$ cat src/rtl/vram_slot_scheduler.sv
// vram_slot_scheduler: time-division arbiter for the single-port bitmap video RAM.
// Four 2-clock slots per 2H period: A video, B CPU-first, C DMA-first, D round-robin.
module vram_slot_scheduler #(
    parameter int ADDR_W    = 16,
    parameter int DATA_W    = 8,
    parameter int SLOT_D_EN = 1
) (
    input  logic              clk,
    input  logic              reset_n,
    input  logic              ce2H,
    input  logic [ADDR_W-1:0] vid_addr,
    output logic [DATA_W-1:0] vid_data,
    output logic              vid_valid,
    input  logic              cpu_req,
    input  logic              cpu_we,
    input  logic [ADDR_W-1:0] cpu_addr,
    input  logic [DATA_W-1:0] cpu_wdata,
    output logic              cpu_ack,
    output logic [DATA_W-1:0] cpu_rdata,
    input  logic              dma_req,
    input  logic              dma_we,
    input  logic [ADDR_W-1:0] dma_addr,
    input  logic [DATA_W-1:0] dma_wdata,
    output logic              dma_ack,
    output logic [DATA_W-1:0] dma_rdata,
    output logic              ram_cs,
    output logic              ram_we,
    output logic [ADDR_W-1:0] ram_addr,
    output logic [DATA_W-1:0] ram_wdata,
    input  logic [DATA_W-1:0] ram_rdata
);
    typedef enum logic [1:0] {G_NONE, G_VID, G_CPU, G_DMA} grant_t;
    grant_t            grant, grant_q;
    logic [2:0]        phase;
    logic              synced, rr_last;
    logic              access, capture;
    logic [ADDR_W-1:0] addr_q;
    logic [DATA_W-1:0] wdata_q, vid_q, cpu_q, dma_q;
    assign access  = synced && !phase[0];
    // An early ce2H kills the capture cycle it lands on; the phase-7 one is the normal boundary.
    assign capture = synced && phase[0] && !(ce2H && phase != 3'd7);
    always_comb begin
        grant = !access ? G_NONE :
                phase[2:1] == 2'd0 ? G_VID :
                phase[2:1] == 2'd1 ? (cpu_req ? G_CPU : dma_req ? G_DMA : G_NONE) :
                phase[2:1] == 2'd2 ? (dma_req ? G_DMA : cpu_req ? G_CPU : G_NONE) :
                SLOT_D_EN == 0 ? G_NONE :
                (cpu_req && dma_req) ? (rr_last ? G_DMA : G_CPU) :
                cpu_req ? G_CPU : dma_req ? G_DMA : G_NONE;
        ram_cs    = grant != G_NONE;
        ram_we    = (grant == G_CPU && cpu_we) || (grant == G_DMA && dma_we);
        ram_addr  = grant == G_VID ? vid_addr : grant == G_CPU ? cpu_addr :
                    grant == G_DMA ? dma_addr : addr_q;
        ram_wdata = grant == G_CPU ? cpu_wdata : grant == G_DMA ? dma_wdata : wdata_q;
        vid_valid = capture && grant_q == G_VID;
        cpu_ack   = capture && grant_q == G_CPU;
        dma_ack   = capture && grant_q == G_DMA;
        vid_data  = vid_valid ? ram_rdata : vid_q;
        cpu_rdata = cpu_ack ? ram_rdata : cpu_q;
        dma_rdata = dma_ack ? ram_rdata : dma_q;
    end
    always_ff @(posedge clk or negedge reset_n) begin
        if (!reset_n) begin
            phase   <= '0;
            synced  <= 1'b0;
            rr_last <= 1'b0;
            grant_q <= G_NONE;
            addr_q  <= '0;
            wdata_q <= '0;
            vid_q   <= '0;
            cpu_q   <= '0;
            dma_q   <= '0;
        end else begin
            phase   <= ce2H ? 3'd0 : phase + 3'd1;
            synced  <= synced || ce2H;
            grant_q <= grant;
            if (grant != G_NONE) begin
                addr_q  <= ram_addr;
                wdata_q <= ram_wdata;
            end
            // rr_last=1 means the CPU took the last contested slot D.
            if (grant != G_NONE && phase[2:1] == 2'd3 && cpu_req && dma_req)
                rr_last <= grant == G_CPU;
            if (vid_valid) vid_q <= ram_rdata;
            if (cpu_ack) cpu_q <= ram_rdata;
            if (dma_ack) dma_q <= ram_rdata;
        end
    end
endmodule

$ cat config.mk
export PLATFORM = sky130hd
export DESIGN_NAME = vram_slot_scheduler
export DESIGN_NICKNAME = d
export VERILOG_FILES = /design/src/rtl/vram_slot_scheduler.sv
export SDC_FILE = /design/constraint.sdc
export NUM_CORES = 1
export LEC_CHECK = 0
export CORE_UTILIZATION = 45
export CTS_BUF_LIST = sky130_fd_sc_hd__clkbuf_16
export DETAILED_ROUTE_END_ITERATION = 12
export GPL_TIMING_DRIVEN = 0
export PLACE_DENSITY = 0.86
export SLEW_MARGIN = 20
export SYNTH_ARGS = -nofsm -noshare
export SYNTH_HDL_FRONTEND = slang
export SYNTH_SLANG_ARGS = --single-unit
$ cat constraint.sdc
create_clock -name clk -period 3.1 [get_ports clk]
set_clock_uncertainty 0.15 [all_clocks]
set_input_delay 0.31 -clock clk [delete_from_list [all_inputs] [get_ports clk]]
set_output_delay 0.31 -clock clk [all_outputs]
set_load 0.005 [all_outputs]
==> results.json <==
{
  "routed_wl_um": 6869,
  "crit_top_cell": "ha_1",
  "drtIter0Drc": 72,
  "cts_sinks": 55,
  "wl_met2_um": 3476,
  "num_antenna_cells": 0,
  "synth_top_cell_by_area": "dfrtp_1",
  "die_area_um2": 6676,
  "cts_tree": "yes",
  "io_buffers": 131,
  "netlist_instances": 216,
  "dieWidth_um": 81.71,
  "postSynthAreaPerCell_um2": 13.24,
  "endpoint_kind": "output pin",
  "syn_nets": 297,
  "wl_met3_um": 401,
  "post-route-util_pct": 73.80,
  "min_from": "rr_last$_DFFE_PN0P_",
  "fill_cells": 438,
  "clk_latency_ns": 0.28,
  "path_cells": "ha_1, ha_1, o211ai_4, or3_4, buf_6, mux2_4, clkdlybuf4s50_1",
  "clk_pin_slew_ns": 0.06,
  "cp_data_required_time_ns": 2.64,
  "cp_top_family": "buffers and inverters",
  "p_per_area_nw_per_um2": 571.4,
  "rows": 28,
  "crit_type": "reg2out",
  "yosysWarnings": 0,
  "min_delay_path_depth": 1,
  "grt_pass1_vias": 2378,
  "tightest_slew_ns": 0.7011,
  "path_buf_inv": 2,
  "placed_cells": 422,
  "wl_per_cell_um": 15.86,
  "layout_setup_ws_ns": 0.09396,
  "htreeDepth": 2,
  "cp_slowest_cell": "clkdlybuf4s50_1",
  "ioPinCount": 132,
  "rrSetupSlack_ns": 1.03,
  "synth.yosys.seq_area_share_pct": 48.14,
  "crit_start": "phase[0]$_DFF_PN0_",
  "synth_cell_types": 26,
  "report.final.slew_viol_count": 0,
  "dp_hpwl_um": 5302,
  "timing.rr.end": "dma_q[6]$_DFF_PN0_",
  "track_usage_pct": 21.26,
  "vdd_drop_max_mv": 0.3561,
  "yosys_register_bits": 55,
  "slew-limit-headroom_pct": 53.26,
  "post-route-min-period_ns": 3.006,
  "dr.pass1.iters": 4,
  "setup_viol": 0,
  "synth-main-ff-cell": "dfrtp_1",
  "fin_crit_sh_pct": 96.97,
  "status": "finished, final reports clean",
  "die_h_um": 81.71,
  "synth_edf_count": 0,
  "drive_above_1_share_pct": 15.92,
  "area_growth_pct": 55.54,
  "netlist_area_um2": 2859,
  "critPathMaxStageDelay_ns": 0.46,
  "vias": 2211,
  "top_layer": "met4",
  "clockRootBuffer": "clkbuf_16",
  "total_leakage_power_uw": 0.001969,
  "antenna_found_initial": 0,
  "worstReg2RegStart": "phase[0]$_DFF_PN0_",
  "grt_max_degree": 56,
  "stdcell_count": 433,
  "hp-class": "reg2reg",
  "critPathMaxFanout": 9,
  "core_area_um2": 6026,
  "grt_overflow_total": 0,
  "reg2reg_depth": 6,
  "critical_path.endpoint": "dma_rdata[3]",
  "synthArstFlopShare_pct": 100.0,
  "cts_buffers": 5,
  "synth.area.top_cells": "dfrtp_1 48%, mux2i_1 26%, mux2_2 6.3%",
  "place_ws_ns": 0.2057,
  "drt-met1-wl_um": 2888,
  "nets": 438,
  "synth_top_area_share_pct": 48.14,
  "crit_path_start_kind": "flop",
  "gp_congestion": 0.7654,
  "drc": 0,
  "ant_nets": 0,
  "clock_path_buffers": 2,
  "hold_viol_final": 0,
  "grt_pass1_wl_um": 10810,
  "cp.arrival_ns": 2.55,
  "cp.depth": 7,
  "fmax_mhz": 332.7,
  "vias_per_cell": 5.106,
  "initial_core_util_pct": 47.45,
  "rsz0062_at_grt": "no",
  "max_cap_violations": 0
}
-- worst reg2reg max path, stage by stage, from the launching register on --
cell      delay [ns]
dfrtp_2         0.44
ha_1            0.22
ha_1            0.21
o211ai_4        0.28
or3_4           0.18
buf_6           0.16
mux2_4          0.32
-- metal layers --
metal	vias up	GRT usage, %
li1	1052	-
met4	0	7.544
met5	-	0
met3	8	5.111
met2	75	37.00
met1	1076	25.55
-- registers in the layout (all words and copies together) (netlist names) --
signal / count
synced: 1
addr_q: 16
dma_q: 8
rr_last: 1
grant_q: 2
vid_q: 8
wdata_q: 8
cpu_q: 8
phase: 3
-- cell families after synthesis --
family	share of synthesized area, %
and+or+nand+nor	5.296
AOI/OAI and AO/OA	4.639
xor gates and xnor gates	0.3064
adders and majority gates	0.8751
DFF	48.14
buffers and inverters	4.683
muxes	36.06
-- synthesized netlist by cell type, types with 2 or more instances --
| master | count |
|---|---|
| mux2_4 | 8 |
| buf_6 | 7 |
| dfrtp_1 | 55 |
| mux2_2 | 16 |
| ha_1 | 2 |
| buf_4 | 3 |
| mux2i_1 | 73 |
| nor2b_1 | 3 |
| buf_2 | 2 |
| nand2b_4 | 2 |
| inv_1 | 5 |
| a21oi_1 | 16 |
| nor3_4 | 2 |
| nor2_1 | 10 |
-- cell usage in the layout (no fill, tap or decap), types with 3 or more instances in the layout --
cell type and count:
mux2_4 8, dfrtp_1 54, mux2_2 16, inv_1 6
a21oi_1 16, nor2b_1 3, clkbuf_16 5, buf_4 5
clkdlybuf4s50_1 130, nor2_1 10, mux2i_1 73, buf_6 7
-- stage by stage --
step	TNS [ns]	hold slack (ns)	power [µW]	instance area [µm²]
after floorplan	0	-0.1356	1431	2859
after global placement	-6.674	0.3127	1983	4264
after detailed placement	0	0.2530	2016	4262
after CTS	0	0.3320	2561	4413
after global routing	0	0.3539	2685	4447
final	0	0.3297	2541	4447
-- area by class of cell --
| cell class | instances | area (µm²) | area share [%] |
|---|---|---|---|
| buffer | 12 | 111.4 | 2.504 |
| clock buffer | 5 | 125.1 | 2.814 |
| clock inverter | 3 | 16.27 | 0.3658 |
| inverter | 6 | 22.52 | 0.5065 |
| multi-input combinational | 143 | 1354 | 30.44 |
| sequential | 55 | 1378 | 30.98 |
| tap | 75 | 93.84 | 2.110 |
| timing repair buffer | 134 | 1346 | 30.28 |
-- worst min-delay path by stage --
stage,end,slack (ns)
2_1_floorplan,addr_q[0]$_DFFE_PN0P_,-0.14
3_3_place_gp,rr_last$_DFFE_PN0P_,0.31
3_5_place_dp,vid_q[1]$_DFF_PN0_,0.25
4_1_cts,rr_last$_DFFE_PN0P_,0.33
5_1_grt,rr_last$_DFFE_PN0P_,0.35
6_report,rr_last$_DFFE_PN0P_,0.33
-- power by group --
| part | switching (µW) | internal, µW | total (µW) |
|---|---|---|---|
| registers | 60.7 | 906 | 966 |
| clock network | 244 | 295 | 540 |
| logic | 383 | 651 | 1030 |
-- timing repair --
item,in CTS,in global routing
setup buffers,0,2
hold buffers,1,0
endpoints found under the setup margin,0,11
gates resized for setup,0,2
endpoints found under the hold margin,55,0
Power figures use the tool's default switching activity.
